`config.mk`:
```
export PLATFORM = sky130hd
export DESIGN_NAME = seq_pattern_tx
export DESIGN_NICKNAME = d
export VERILOG_FILES = /design/src/rtl/seq_tx_pkg.sv /design/src/rtl/seq_tx_shifter.sv /design/src/rtl/seq_pattern_tx.sv
export SDC_FILE = /design/constraint.sdc
export NUM_CORES = 1
export LEC_CHECK = 0
export CAP_MARGIN = 0
export CORE_ASPECT_RATIO = 0.7
export CORE_MARGIN = 8
export CORE_UTILIZATION = 30
export DETAILED_ROUTE_END_ITERATION = 16
export DONT_BUFFER_PORTS = 1
export GPL_TIMING_DRIVEN = 0
export PLACE_DENSITY_LB_ADDON = 0.1
export SKIP_LAST_GASP = 1
export SLEW_MARGIN = 20
export SYNTH_ARGS = -nofsm -noshare
export SYNTH_HDL_FRONTEND = slang
export SYNTH_SLANG_ARGS = --single-unit
```
`constraint.sdc`:
```
create_clock -name clk -period 2.2 [get_ports clk]
set_input_delay 0.33 -clock clk [delete_from_list [all_inputs] [get_ports clk]]
set_output_delay 0.33 -clock clk [all_outputs]
set_load 0.05 [all_outputs]
```
`src/rtl/seq_tx_pkg.sv`:
```
// Shared types and defaults for the seq_pattern_tx serial frame transmitter.
package seq_tx_pkg;

  typedef enum logic [1:0] {
    ST_IDLE = 2'd0,
    ST_SEND = 2'd1,
    ST_GAP  = 2'd2,
    ST_FIN  = 2'd3
  } state_e;

  localparam int unsigned DEF_PATTERN_W  = 8;
  localparam logic [7:0]  DEF_PATTERN    = 8'b1000_0001;
  localparam int unsigned DEF_GAP_CYCLES = 2;
  localparam int unsigned DEF_CNT_W      = 4;

  // Bits needed to hold 0..max_val, never less than one.
  function automatic int unsigned cnt_width(input int unsigned max_val);
    return (max_val < 2) ? 1 : $clog2(max_val + 1);
  endfunction

endpackage

```
`src/rtl/seq_tx_shifter.sv`:
```
// Loadable MSB-first shift register with a down-counting bit index;
// last_o flags the cycle in which the frame's LSB sits at the output.
module seq_tx_shifter
  import seq_tx_pkg::*;
#(
  parameter int unsigned          PATTERN_W = DEF_PATTERN_W,
  parameter logic [PATTERN_W-1:0] PATTERN   = PATTERN_W'(DEF_PATTERN)
) (
  input  logic clk,
  input  logic rst,
  input  logic load_i,
  input  logic shift_i,
  output logic bit_o,
  output logic last_o
);

  localparam int unsigned IDX_W = cnt_width(PATTERN_W - 1);

  logic [PATTERN_W-1:0] sreg_q, sreg_d;
  logic [IDX_W-1:0]     idx_q, idx_d;

  // Load wins over shift so a frame can be reloaded on its own last bit.
  always_comb begin
    sreg_d = sreg_q;
    idx_d  = idx_q;
    if (load_i) begin
      sreg_d = PATTERN;
      idx_d  = IDX_W'(PATTERN_W - 1);
    end else if (shift_i && (idx_q != '0)) begin
      sreg_d = {sreg_q[PATTERN_W-2:0], 1'b0};
      idx_d  = idx_q - IDX_W'(1);
    end
  end

  always_ff @(posedge clk) begin
    if (!rst) begin
      sreg_q <= '0;
      idx_q  <= '0;
    end else begin
      sreg_q <= sreg_d;
      idx_q  <= idx_d;
    end
  end

  assign bit_o  = sreg_q[PATTERN_W-1];
  assign last_o = (idx_q == '0);

endmodule

```
`src/rtl/seq_pattern_tx.sv`:
```
// Serial pattern transmitter: sends N copies of PATTERN MSB-first on J with
// idle gaps between frames. Define SEQ_PATTERN_TX_PARITY_EN to append an
// even-parity bit after every frame.
module seq_pattern_tx
  import seq_tx_pkg::*;
#(
  parameter int unsigned          PATTERN_W  = DEF_PATTERN_W,
  parameter logic [PATTERN_W-1:0] PATTERN    = PATTERN_W'(DEF_PATTERN),
  parameter int unsigned          GAP_CYCLES = DEF_GAP_CYCLES,
  parameter int unsigned          CNT_W      = DEF_CNT_W
) (
  input  logic             clk,
  input  logic             rst,
  input  logic             start,
  input  logic [CNT_W-1:0] frames,
  output logic             J,
  output logic             bit_valid,
  output logic             busy,
  output logic             done
);

  localparam int unsigned GAP_W = cnt_width(GAP_CYCLES);

  state_e           state_q, state_d;
  logic [CNT_W-1:0] frames_left_q, frames_left_d;
  logic [GAP_W-1:0] gap_cnt_q, gap_cnt_d;
  logic             sh_load, sh_shift, sh_bit, sh_last;
  logic             frame_end, tx_bit;
  logic             j_d, valid_d, busy_d, done_d;

`ifdef SEQ_PATTERN_TX_PARITY_EN
  localparam logic PARITY_BIT = ^PATTERN;
  logic par_q, par_d;

  assign frame_end = (state_q == ST_SEND) && par_q;
  assign tx_bit    = par_q ? PARITY_BIT : sh_bit;
`else
  assign frame_end = (state_q == ST_SEND) && sh_last;
  assign tx_bit    = sh_bit;
`endif

  seq_tx_shifter #(
    .PATTERN_W (PATTERN_W),
    .PATTERN   (PATTERN)
  ) u_shifter (
    .clk     (clk),
    .rst     (rst),
    .load_i  (sh_load),
    .shift_i (sh_shift),
    .bit_o   (sh_bit),
    .last_o  (sh_last)
  );

  // State register
  always_ff @(posedge clk) begin
    if (!rst) state_q <= ST_IDLE;
    else      state_q <= state_d;
  end

  // Next state, frame/gap counters and shifter control
  always_comb begin
    state_d       = state_q;
    frames_left_d = frames_left_q;
    gap_cnt_d     = gap_cnt_q;
    sh_load       = 1'b0;
    sh_shift      = 1'b0;
`ifdef SEQ_PATTERN_TX_PARITY_EN
    par_d         = par_q;
`endif
    case (state_q)
      ST_IDLE: begin
        if (start) begin
          if (frames != '0) begin
            frames_left_d = frames;
            sh_load       = 1'b1;
            state_d       = ST_SEND;
          end else begin
            state_d = ST_FIN;
          end
        end
      end
      ST_SEND: begin
        sh_shift = 1'b1;
`ifdef SEQ_PATTERN_TX_PARITY_EN
        par_d    = sh_last && !par_q;
`endif
        if (frame_end) begin
          frames_left_d = frames_left_q - CNT_W'(1);
          if (frames_left_q > CNT_W'(1)) begin
            sh_load = 1'b1;
            if (GAP_CYCLES > 0) begin
              state_d   = ST_GAP;
              gap_cnt_d = GAP_W'(GAP_CYCLES - 1);
            end
          end else begin
            state_d = ST_FIN;
          end
        end
      end
      ST_GAP: begin
        if (gap_cnt_q == '0) state_d = ST_SEND;
        else                 gap_cnt_d = gap_cnt_q - GAP_W'(1);
      end
      ST_FIN:  state_d = ST_IDLE;
      default: state_d = ST_IDLE;
    endcase
  end

  // Output decode; busy is withheld on a zero-frame start so it pairs with done
  always_comb begin
    j_d     = 1'b0;
    valid_d = 1'b0;
    busy_d  = 1'b0;
    done_d  = 1'b0;
    case (state_q)
      ST_IDLE: busy_d = start && (frames != '0);
      ST_SEND: begin
        j_d     = tx_bit;
        valid_d = 1'b1;
        busy_d  = 1'b1;
      end
      ST_GAP:  busy_d = 1'b1;
      ST_FIN: begin
        busy_d = 1'b1;
        done_d = 1'b1;
      end
      default: busy_d = 1'b0;
    endcase
  end

  always_ff @(posedge clk) begin
    if (!rst) begin
      frames_left_q <= '0;
      gap_cnt_q     <= '0;
      J             <= 1'b0;
      bit_valid     <= 1'b0;
      busy          <= 1'b0;
      done          <= 1'b0;
`ifdef SEQ_PATTERN_TX_PARITY_EN
      par_q         <= 1'b0;
`endif
    end else begin
      frames_left_q <= frames_left_d;
      gap_cnt_q     <= gap_cnt_d;
      J             <= j_d;
      bit_valid     <= valid_d;
      busy          <= busy_d;
      done          <= done_d;
`ifdef SEQ_PATTERN_TX_PARITY_EN
      par_q         <= par_d;
`endif
    end
  end

endmodule

```
==> flow_summary.ini, run 1 <==
[run_status]
outcome = complete, no violations

[route]
via_count = 806
drc_errors = 0
drt_iter0_markers = 44
first_pass_iters = 4
postRouteWirelength_um = 2270
avgRoutedWirePerCell_um = 13.2
ant_nets = 0
via_per_inst = 4.69

[grt]
grt_pass1_wl_um = 3830
overflow = 0
gr-usage-all-layers_pct = 8.51
grt_max_degree = 13
antenna_found_initial = 0
grt_pass1_vias = 762

[setup_path]
cp.arrival_ns = 1.95
path_cells = inv_1 > ha_1 > nor2_1 > o31ai_1 > a21oi_2 > buf_6 > o31a_1
cp_slowest_cell = o31ai_1
path_class = reg -> reg
cp_max_fo = 10
start_kind = register
crit_buf_inv = 2
worstSetupEndpointType = register
cp_top_family = compound AO/OA/AOI/OAI gates
crit_required_ns = 2.36
slowest_delay_ns = 0.37

[placed_design]
dp_slack_ns = 0.420
gp_congestion = 0.768
hpwlAfterDp_um = 1710
numPortBuffers = 0
post-place-cells = 168

[layout]
n_fill_cell = 373
fin_nets = 135
ff_latch_area_um2 = 460
fin_cells = 172
synthToLayoutAreaGrowth_pct = 9.81
multi_input_area_um2 = 556
antenna_cells = 0
drive_above_1_share_pct = 10.7

[synthesis]
synth-edff-count = 0
synthCells = 118
synthFlopType = dfxtp_1
ys_types = 34
ys_top_cells_by_count = 23 x dfxtp_1, 12 x inv_1, 10 x nor3_1
syn_avg_cell_area_um2 = 9.30
async_flop_share_pct = 0
synth-seq-cells = 23
synth_top_area_share_pct = 42.0
synth_nets = 130
synth_top_cell_by_area = dfxtp_1
syn_area_um2 = 1100
synth.most_common_cell = dfxtp_1
yosys-top-cells-area = dfxtp_1 42%, mux2i_1 6.4%, ha_1 5.7%, nor3_1 4.6%, inv_1 4.1%
yosysSeqAreaShare_pct = 42.0
yosysWarnings = 0

[clock_network]
cts_buffer_depth = 2
ctsHoldBuffers = 0
cts_sinks = 23
clock_latency_ns = 0.26
post_cts_resized = 0
cts_root_buf = clkbuf_8
htree_levels = 1
cts_tree = yes
post_cts_buffers = 0
cts_made_buffers = 3
path_clk_slew_ns = 0.08

[sta]
fin_ws_ns = 0.402
maxSlewViolCount = 0
setup_viol = 0
max-slew-margin-rel_pct = 65.5
clock-skew-final_ns = 0.00281
holdWs_ns = 0.240
hold_viol_final = 0
min_period_ns = 1.80
tns_ns = 0
finalCritPeriodShare_pct = 81.7
worstMarginPinSlew_ns = 0.517
max_freq_ghz = 0.556
grt_setup_unrepaired = no

[floorplan]
initial_core_util_pct = 31.2
design.portCount = 11
die-area_um2 = 5880
coreArea_um2 = 3510
die_x_um = 88.3
fp.dieH_um = 66.6
num_rows = 18

[pwr]
p_per_area_nw_per_um2 = 1120
ir_worst_vdd_mv = 0.348
total_power_mw = 1.35
p_leak_nw = 0.493

[worst_hold_path]
hp-class = in -> reg

[job]
cap_viol_max_count = 0
==> through the flow <==
stage	area [um2]	utilization [%]
2_1_floorplan	1100	-
3_3_place_gp	1160	33.0
3_5_place_dp	1160	33.0
4_1_cts	1200	34.3
5_1_grt	1200	34.3
6_report	1200	34.3
==> cell families (layout without fill, tap and decap cells) <==
| kind of cell | after synthesis | in the layout | synth area share [%] |
|---|---|---|---|
| compound gates | 28 | 28 | 18.5 |
| flops | 23 | 23 | 42.0 |
| simple gates | 32 | 32 | 16.6 |
| xor+xnor | 3 | 3 | 2.39 |
| buf+inv | 19 | 23 | 7.41 |
| mux | 8 | 8 | 7.41 |
| fa+ha+maj | 5 | 5 | 5.70 |
==> worst paths after layout <==
check / startpoint / cells past startpoint / to / slack [ns]
setup reg to reg: frames_left_q[0] / 7 / u_shifter.idx_q[1] / 0.40
hold reg to reg: u_shifter.sreg_q[7] / 1 / J / 0.49
hold / removal: start / 2 / busy / 0.24
setup / recovery: frames_left_q[0] / 7 / u_shifter.idx_q[1] / 0.40
==> worst reg2reg max path, cell delays in order, from the launching register on <==
cell     delay (ns)
dfxtp_1        0.34
inv_1          0.11
ha_1           0.22
nor2_1         0.09
o31ai_1        0.37
a21oi_2        0.12
buf_6          0.16
o31a_1         0.28
==> sequential cells by signal, indices dropped and copies added, names as in the netlist <==
signal            cells
frames_left_q         4
gap_cnt_q             2
bit_valid             1
state_q               2
u_shifter.sreg_q      8
busy                  1
u_shifter.idx_q       3
done                  1
J                     1
==> placed cells by master (no fill, tap or decap), drive strengths merged, types with 5 or more instances in the layout <==
| master | n |
|---|---|
| a21oi | 5 |
| nor3 | 10 |
| ha | 5 |
| mux2i | 7 |
| o21ai | 5 |
| nor2 | 7 |
| clkbuf | 8 |
| inv | 12 |
| dfxtp | 23 |
==> area by class of cell <==
class | instances | area share, %
Multi-Input combinational cell | 76 | 46.1
Inverter | 12 | 3.74
Tap cell | 50 | 5.19
Sequential cell | 23 | 38.2
Buffer | 7 | 3.01
Clock buffer | 4 | 3.74
==> metal layers <==
layer / global-route usage (%) / vias to the layer above / share of wire [%]
met5: 0 / - / 0
met4: 2.52 / 0 / 0.66
met3: 3.69 / 2 / 4.9
met2: 11.4 / 8 / 38
met1: 11.8 / 375 / 57
li1: - / 421 / -
==> power breakdown <==
part / internal (mW) / total, mW / switching (mW)
clock: 0.129 / 0.259 / 0.130
combinational: 0.224 / 0.498 / 0.275
sequential: 0.499 / 0.591 / 0.0918
total: 0.852 / 1.35 / 0.496
Power figures use the tool's default switching activity.
==> inputs of run 2 (changes only) <==
Clock period 2.2 ns to 1.7 ns, I/O delays scaled along.
==> flow_summary.ini, run 2 (synthesis results as in run 1) <==
[floorplan]
die-area_um2 = 5880
coreArea_um2 = 3510
initial_core_util_pct = 31.2
design.portCount = 11
fp.dieH_um = 66.6
num_rows = 18
die_x_um = 88.3

[layout]
regMostFlops = u_shifter.sreg_q
synthToLayoutAreaGrowth_pct = 13.7
final_cell_mix = 21 x dfxtp_1, 11 x inv_1, 10 x nor3_1
reg_top3 = u_shifter.sreg_q x8, frames_left_q x4, u_shifter.idx_q x3
n_fill_cell = 371
largest_register_ffs = 8
antenna_cells = 0
drive_above_1_share_pct = 17.7
final_common_cell = dfxtp_1
fin_nets = 137

[grt]
antenna_found_initial = 0
grt_pass1_vias = 764
gr-usage-all-layers_pct = 8.51
grt_pass1_wl_um = 3830
grt_max_degree = 13
overflow = 0

[sta]
fin_ws_ns = 0.0823
hold_viol_final = 0
max-slew-margin-rel_pct = 66.5
setup_viol = 0
clock-skew-final_ns = 0.00370
min_period_ns = 1.62
max_freq_ghz = 0.618
worstMarginPinSlew_ns = 0.502
finalCritPeriodShare_pct = 95.2
tns_ns = 0
maxSlewViolCount = 0

[clock_network]
cts_tree = yes
clock_latency_ns = 0.26
cts_made_buffers = 3
cts_root_buf = clkbuf_8
cts_sinks = 23
path_clk_slew_ns = 0.08
cts_buffer_depth = 2
ctsHoldBuffers = 0
htree_levels = 1

[setup_path]
cp.arrival_ns = 1.77
r2r.worst_path.cells = 7
cp_max_fo = 10
worstSetupEndpointType = register
path_class = reg -> reg
r2r-start = u_shifter.idx_q[0]
start_kind = register
crit_required_ns = 1.86
crit_start = u_shifter.idx_q[0]
r2r-end = u_shifter.idx_q[1]
r2r_slack_ns = 0.08

[pwr]
p_leak_nw = 0.504
p_per_area_nw_per_um2 = 1450
ir_worst_vdd_mv = 0.457

[worst_hold_path]
whs_endpoint = busy
hp-class = in -> reg
min_path_cells = 2
worstHoldStart = start

[run_status]
outcome = complete, no violations

[route]
avgRoutedWirePerCell_um = 13.1
first_pass_iters = 4
via_per_inst = 4.64
postRouteWirelength_um = 2270
ant_nets = 0
via_count = 807
drc_errors = 0
drt_iter0_markers = 51

[placed_design]
dp_slack_ns = -0.0797
numPortBuffers = 0
hpwlAfterDp_um = 1710
gp_congestion = 0.768

[job]
cap_viol_max_count = 0
-- run 2: layer usage --
metal  vias up  GRT usage, %  part of all wire [%]
li1        422             -                     -
met1       373          11.8                    55
met2        10          11.4                    38
met3         2          3.69                   5.8
met5         -             0                     0
met4         0          2.52                  0.66
-- run 2: final cells by class --
class / count / area, um2 / share of cell area [%]
multi-input combinational: 76 / 578 / 46.3
sequential: 23 / 463 / 37.1
tap: 50 / 62.6 / 5.02
clock buffer: 4 / 45.0 / 3.61
inverter: 12 / 45.0 / 3.61
buffer: 7 / 38.8 / 3.11
timing repair buffer: 2 / 15.0 / 1.20
-- run 2: worst max-delay path: stages, from the launching register on --
cell and delay, ns:
dfxtp_2 0.34, inv_1 0.05, ha_1 0.23, and3b_2 0.25, o31ai_2 0.09, a21oi_2 0.11, buf_6 0.16, o31a_1 0.28
-- run 2: metrics by stage --
stage | hold slack (ns) | cells | power (mW) | utilization [%] | cell area (um2)
final | 0.165 | 174 | 1.80 | 35.5 | 1250
after global routing | 0.156 | 174 | 1.95 | 35.5 | 1250
after CTS | 0.166 | 173 | 1.78 | 34.7 | 1220
after detailed placement | 0.433 | 168 | 1.42 | 33.0 | 1160
after global placement | 0.433 | 168 | 1.42 | 33.0 | 1160
after floorplan | 0.402 | 118 | 1.29 | - | 1100
-- run 2: worst max path at each step --
stage | end | cells after the start | slack, ns
2_1_floorplan | u_shifter.idx_q[1] | 7 | 0.18
3_3_place_gp | u_shifter.idx_q[1] | 7 | -0.06
3_5_place_dp | u_shifter.idx_q[1] | 7 | -0.08
4_1_cts | frames_left_q[0] | 6 | 0.006
5_1_grt | u_shifter.idx_q[1] | 7 | -0.001
6_report | u_shifter.idx_q[1] | 7 | 0.08
-- run 2: repair_timing --
item	4_1_cts	5_1_grt
buffers inserted	1	1
cloned	0	0
pin swaps	1	3
setup endpoints to repair	2	12
gates resized for setup	2	9
-- run 2: where the power goes --
| group | total [mW] | switching, mW | internal, mW |
|---|---|---|---|
| clock | 0.333 | 0.166 | 0.167 |
| combinational | 0.699 | 0.372 | 0.327 |
| sequential | 0.771 | 0.122 | 0.649 |
| total | 1.80 | 0.660 | 1.14 |
